## config.mk

```make
export PLATFORM = sky130hd
export DESIGN_NAME = alu_result_log
export DESIGN_NICKNAME = d
export VERILOG_FILES = /design/src/rtl/alu_result_log_pkg.sv /design/src/rtl/alu_result_log_edge_pulse.sv /design/src/rtl/alu_result_log.sv
export SDC_FILE = /design/constraint.sdc
export NUM_CORES = 1
export LEC_CHECK = 0
export CAP_MARGIN = 0
export CELL_PAD_IN_SITES_DETAIL_PLACEMENT = 0
export CELL_PAD_IN_SITES_GLOBAL_PLACEMENT = 1
export CORE_MARGIN = 3
export CORE_UTILIZATION = 44
export DETAILED_ROUTE_END_ITERATION = 8
export PLACE_DENSITY = 0.73
export SLEW_MARGIN = 10
export SYNTH_ARGS = -nofsm -noshare
export SYNTH_HDL_FRONTEND = slang
export SYNTH_SLANG_ARGS = --single-unit
```

## constraint.sdc

```tcl
create_clock -name clock -period 6.3 [get_ports clock]
set_input_delay 1.26 -clock clock [delete_from_list [all_inputs] [get_ports clock]]
set_output_delay 1.26 -clock clock [all_outputs]
set_load 0.02 [all_outputs]
```

## src/rtl/alu_result_log_pkg.sv

```systemverilog
// Shared types and default sizing for the ALU result log.
package alu_result_log_pkg;

    // View mode: LIVE follows the newest entry, BROWSE holds an age.
    typedef enum logic {
        LIVE   = 1'b0,
        BROWSE = 1'b1
    } state_e;

    localparam int DEFAULT_DEPTH = 8;
    localparam int DEFAULT_WIDTH = 8;

endpackage

```

## src/rtl/alu_result_log_edge_pulse.sv

```systemverilog
// Registered rising-edge detector used for key/switch style controls.
// Only compiled when ALU_RESULT_LOG_EDGE_DETECT_EN is defined; the pulse
// is registered, so each edge acts one clock after it is seen.
`ifdef ALU_RESULT_LOG_EDGE_DETECT_EN
module edge_pulse (
    input  logic clock,
    input  logic reset,
    input  logic level,
    output logic pulse
);

    logic level_r;
    logic pulse_r;

    // Remember the previous level and emit a one-cycle pulse on 0->1.
    always_ff @(posedge clock) begin
        if (reset) begin
            level_r <= 1'b0;
            pulse_r <= 1'b0;
        end else begin
            level_r <= level;
            pulse_r <= level & ~level_r;
        end
    end

    assign pulse = pulse_r;

endmodule
`endif

```

## src/rtl/alu_result_log.sv

```systemverilog
// Circular log of ALU results with a browsable view of older entries.
// Optional macro ALU_RESULT_LOG_EDGE_DETECT_EN: browse_prev, browse_next
// and clear become level inputs acting once per rising edge.
module alu_result_log
    import alu_result_log_pkg::*;
#(
    parameter int DEPTH = DEFAULT_DEPTH,
    parameter int WIDTH = DEFAULT_WIDTH
) (
    input  logic                       clock,
    input  logic                       reset,
    input  logic                       in_valid,
    input  logic [WIDTH-1:0]           in_data,
    input  logic                       browse_prev,
    input  logic                       browse_next,
    input  logic                       clear,
    output logic [WIDTH-1:0]           out_data,
    output logic [$clog2(DEPTH)-1:0]   out_age,
    output logic [$clog2(DEPTH):0]     count,
    output logic                       full,
    output logic                       live
);

    localparam int AW = $clog2(DEPTH);
    localparam int CW = AW + 1;

    logic [WIDTH-1:0] mem_r [DEPTH];
    logic [AW-1:0]    wr_ptr_r;
    logic [CW-1:0]    count_r;
    logic [AW-1:0]    age_r;
    state_e           state_r;
    logic [WIDTH-1:0] out_data_r;
    logic             full_r;

    logic [AW-1:0]    wr_ptr_s;
    logic [CW-1:0]    count_s;
    logic [AW-1:0]    age_s;
    state_e           state_s;
    logic             wr_en_s;
    logic [AW-1:0]    idx_s;
    logic [WIDTH-1:0] out_data_s;
    logic [AW+1:0]    age_sum_s;
    logic [AW+1:0]    age_cap_s;
    logic             prev_ev_s;
    logic             next_ev_s;
    logic             clear_ev_s;
    logic             step_prev_s;
    logic             step_next_s;

`ifdef ALU_RESULT_LOG_EDGE_DETECT_EN
    edge_pulse u_prev  (.clock(clock), .reset(reset), .level(browse_prev), .pulse(prev_ev_s));
    edge_pulse u_next  (.clock(clock), .reset(reset), .level(browse_next), .pulse(next_ev_s));
    edge_pulse u_clear (.clock(clock), .reset(reset), .level(clear),       .pulse(clear_ev_s));
`else
    assign prev_ev_s  = browse_prev;
    assign next_ev_s  = browse_next;
    assign clear_ev_s = clear;
`endif

    // Opposing browse requests in the same cycle cancel each other.
    assign step_prev_s = prev_ev_s & ~next_ev_s;
    assign step_next_s = next_ev_s & ~prev_ev_s;

    // Next-state logic: clear wins, then write bookkeeping, then view update.
    always_comb begin
        wr_ptr_s  = wr_ptr_r;
        count_s   = count_r;
        age_s     = age_r;
        state_s   = state_r;
        wr_en_s   = 1'b0;
        age_sum_s = {(AW+2){1'b0}};
        age_cap_s = {(AW+2){1'b0}};
        if (clear_ev_s) begin
            wr_ptr_s = {AW{1'b0}};
            count_s  = {CW{1'b0}};
            age_s    = {AW{1'b0}};
            state_s  = LIVE;
        end else begin
            if (in_valid) begin
                wr_en_s  = 1'b1;
                wr_ptr_s = wr_ptr_r + AW'(1'b1);
                if (count_r == CW'(DEPTH)) begin
                    count_s = count_r;
                end else begin
                    count_s = count_r + CW'(1'b1);
                end
            end else begin
                wr_en_s = 1'b0;
            end
            age_cap_s = (AW+2)'(count_s) - (AW+2)'(1'b1);
            case (state_r)
                LIVE: begin
                    if (step_prev_s && (count_s >= CW'(2'd2))) begin
                        state_s = BROWSE;
                        age_s   = AW'(1'b1);
                    end else begin
                        state_s = LIVE;
                        age_s   = {AW{1'b0}};
                    end
                end
                BROWSE: begin
                    // A write ages the viewed entry by one, keeping it in view.
                    age_sum_s = (AW+2)'(age_r) + (AW+2)'(in_valid)
                              + (AW+2)'(step_prev_s) - (AW+2)'(step_next_s);
                    if (age_sum_s > age_cap_s) begin
                        age_sum_s = age_cap_s;
                    end else begin
                        age_sum_s = age_sum_s;
                    end
                    if (age_sum_s == {(AW+2){1'b0}}) begin
                        state_s = LIVE;
                        age_s   = {AW{1'b0}};
                    end else begin
                        state_s = BROWSE;
                        age_s   = age_sum_s[AW-1:0];
                    end
                end
                default: begin
                    state_s = LIVE;
                    age_s   = {AW{1'b0}};
                end
            endcase
        end
    end

    // Viewed entry for the next cycle, forwarding the slot being written now.
    always_comb begin
        idx_s = wr_ptr_s - AW'(1'b1) - age_s;
        if (count_s == {CW{1'b0}}) begin
            out_data_s = {WIDTH{1'b0}};
        end else if (wr_en_s && (idx_s == wr_ptr_r)) begin
            out_data_s = in_data;
        end else begin
            out_data_s = mem_r[idx_s];
        end
    end

    // Storage array; contents need no reset since count gates visibility.
    always_ff @(posedge clock) begin
        if (!reset && !clear_ev_s && wr_en_s) begin
            mem_r[wr_ptr_r] <= in_data;
        end
    end

    // Control state and registered outputs.
    always_ff @(posedge clock) begin
        if (reset) begin
            wr_ptr_r   <= {AW{1'b0}};
            count_r    <= {CW{1'b0}};
            age_r      <= {AW{1'b0}};
            state_r    <= LIVE;
            out_data_r <= {WIDTH{1'b0}};
            full_r     <= 1'b0;
        end else begin
            wr_ptr_r   <= wr_ptr_s;
            count_r    <= count_s;
            age_r      <= age_s;
            state_r    <= state_s;
            out_data_r <= out_data_s;
            full_r     <= (count_s == CW'(DEPTH));
        end
    end

    assign out_data = out_data_r;
    assign out_age  = age_r;
    assign count    = count_r;
    assign full     = full_r;
    assign live     = (state_r == LIVE);

endmodule

```

==> flow_metrics.py <==
metrics = {
    "outcome": {
        "status": "completed",
    },
    "placement": {
        "port_buffers": 30,
        "routabilityCongestion": 0.781,
        "hpwl_um": 5920,
        "pre_cts_ws_ns": -0.00289,
        "dpl_cell_area_um2": 4410,
    },
    "critical_path": {
        "reg2reg_slack_ns": 1.04,
        "crit_end": "out_data[3]",
        "critPathLaunchType": "input pin",
        "crit_type": "in2reg",
        "cp_max_fo": 8,
        "crit_required_ns": 6.52,
        "crit_start": "browse_next",
        "worstPathArrival_ns": 6.17,
        "r2r_start": "count[0]",
        "worstRegToRegCells": 23,
        "end_kind": "flop",
        "r2r_end": "out_data[3]",
    },
    "routing": {
        "wl_per_cell_um": 18.5,
        "totalWireLength_um": 7940,
        "vias": 2341,
        "ant_nets": 0,
        "drt_iter0_drc": 117,
        "drt_first_pass_iters": 4,
        "vias_per_cell": 5.47,
        "drc": 0,
    },
    "sta": {
        "drv_slew": 0,
        "whs_ns": 0.548,
        "max_freq_ghz": 0.168,
        "worstMarginPinSlew_ns": 0.920,
        "clock_skew_ns": 0.00907,
        "slew_headroom": 0.385,
        "setup_tns_ns": 0,
        "rsz0062_at_grt": "false",
        "setup_slack_ns": 0.347,
        "hold_viol_final": 0,
        "post-route-min-period_ns": 5.95,
        "period_share": 0.945,
        "setup_violations": 0,
    },
    "logic_synthesis": {
        "synth_cells": 269,
        "yosys_most_used_dff": "edfxtp_1",
        "synth-edff-count": 64,
        "ys_types": 50,
        "synth-async-reset-ratio": 0,
        "syn-cell-area_um2": 3900,
        "yosys_warnings": 0,
        "synth_nets": 301,
        "ys_seq_area_frac": 0.595,
        "ys_seq_elements": 84,
        "synth.avg_cell_area_um2": 14.5,
    },
    "clocking": {
        "htreeDepth": 3,
        "cts_hold_buffers": 0,
        "cts_setup_buffers": 0,
        "cts_buffers": 9,
        "clk_latency_ns": 0.35,
        "root_buffer": "clkbuf_8",
        "cts_resized": 0,
        "path_clk_slew_ns": 0.09,
        "clock_path_buffers": 2,
        "cts_tree": "built",
        "clock_sink_count": 84,
    },
    "floorplanning": {
        "coreArea_um2": 8420,
        "dieArea_um2": 10000,
        "die_h_um": 100,
        "io_pins": 31,
        "die_w_um": 100,
        "start_util": 0.463,
        "rows": 33,
    },
    "power_and_ir_drop": {
        "finalPower_mw": 1.15,
        "power.density_nw_per_um2": 250,
        "power.leakage_nw": 1.60,
        "max-vdd-ir-drop_v": 0.000174,
    },
    "grt": {
        "grt.met1_usage": 0.237,
        "gr-usage-met3": 0.0354,
        "busiest_layer": "met2",
        "antenna_found_initial": 0,
        "grt_max_degree": 17,
        "grt_usage": 0.173,
        "grt_pass1_wl_um": 12900,
        "grt_overflow": 0,
        "first_global_vias": 2413,
        "grtUsageMet2": 0.277,
    },
    "min_path": {
        "hold_path_class": "reg2reg",
    },
    "final_layout": {
        "syn2layout_area_growth_pct": 18.3,
        "antenna_cells": 0,
        "drive_gt1_frac": 0.207,
        "fin_nets": 350,
        "fill_cells": 733,
        "final_area_um2": 4620,
    },
    "job": {
        "maxCapViolCount": 0,
    },
}
## through the flow
stage / std cells / utilization
final: 428 / 0.548
after global routing: 428 / 0.548
after CTS: 428 / 0.548
after detailed placement: 412 / 0.524
after global placement: 412 / 0.524
after floorplan: 269 / -
## worst min path at each step
stage | slack [ns] | depth (start not counted) | to | start
after detailed placement | 0.52 | 2 | state_r | state_r
after global placement | 0.52 | 2 | state_r | state_r
after global routing | 0.57 | 1 | out_age[1] | state_r
final | 0.55 | 2 | state_r | state_r
after floorplan | 0.48 | 2 | state_r | state_r
after CTS | 0.54 | 2 | state_r | state_r
## cell usage after synthesis, types with 2 or more instances
cell      instances  share of area
edfxtp_1         64           0.49
nor4_1           25          0.040
dfxtp_1          20           0.10
nor2_1           19          0.018
inv_1            16          0.015
mux4_2           16          0.092
ha_1             15          0.048
a211oi_1          8          0.015
xnor2_1           8          0.018
a21oi_1           6         0.0077
nand2_1           5         0.0048
nor3_1            5         0.0064
clkbuf_1          4         0.0038
and3_1            3         0.0048
buf_2             3         0.0038
fa_1              3          0.015
mux2i_1           3         0.0077
nand2b_1          3         0.0048
nand3_1           3         0.0038
a21o_1            2         0.0038
a21oi_2           2         0.0045
buf_6             2         0.0058
mux2_2            2         0.0058
nor2b_1           2         0.0032
o21ai_0           2         0.0026
o21ai_2           2         0.0045
xnor2_2           2         0.0083
xor2_1            2         0.0045
## routing by layer
metal,up-vias,routed length [um]
li1,1142,-
met2,35,3910
met3,10,285
met1,1154,3640
met5,-,0
met4,0,109
## flip-flops by register name, summed over array words and instances, names as in the netlist
| signal | count |
|---|---|
| mem_r | 64 |
| count | 4 |
| state_r | 1 |
| wr_ptr_r | 3 |
| out_age | 3 |
| full | 1 |
| out_data | 8 |
## cell usage in the layout (no fill, tap or decap), types with 3 or more instances in the layout
master,n
a211oi_1,8
a21oi_1,6
and3_1,3
buf_4,18
clkbuf_8,9
clkdlybuf4s50_1,30
dfxtp_1,20
edfxtp_1,64
fa_1,3
ha_1,15
inv_1,16
inv_6,3
mux2i_1,3
mux4_2,16
nand2_1,5
nand2b_1,3
nand3_1,3
nor2_1,19
nor3_1,5
nor4_1,25
xnor2_1,8
## layout make-up
type                    count  area [um2]  area share
flip-flops and latches     84        2320       0.503
multi-input cells         159        1470       0.317
repair buffers             48         435      0.0943
well taps                 105         131      0.0284
clock buffers               9         124      0.0268
clock inverters             7        80.1      0.0173
inverters                  16        60.1      0.0130
## critical path, cell delays in order
cell and delay, ns:
clkdlybuf4s50_1 0.42, nor2b_1 0.14, ha_1 0.27, inv_1 0.05
fa_1 0.41, inv_1 0.08, fa_1 0.41, inv_1 0.10
ha_1 0.27, and2b_1 0.19, o21ai_2 0.19, a32oi_4 0.07
mux2_2 0.23, nand2_1 0.05, a21o_1 0.20, ha_1 0.19
fa_1 0.40, xnor2_2 0.27, xnor2_1 0.19, and3_1 0.38
nor4_1 0.08, nor4_1 0.31
## power by group
| group | leakage [nW] | switching, mW | internal (mW) |
|---|---|---|---|
| Clock | 0.103 | 0.202 | 0.189 |
| Combinational | 0.762 | 0.0838 | 0.0758 |
| Sequential | 0.739 | 0.00317 | 0.600 |
## cells by family after synthesis
| logic type | synth area share |
|---|---|
| muxes | 0.106 |
| buffers and inverters | 0.0298 |
| xor gates and xnor gates | 0.0308 |
| DFF | 0.595 |
| adders and majority gates | 0.0635 |
| AOI/OAI and AO/OA | 0.0667 |
| and+or+nand+nor | 0.109 |
(Power assumes the default switching activity.)
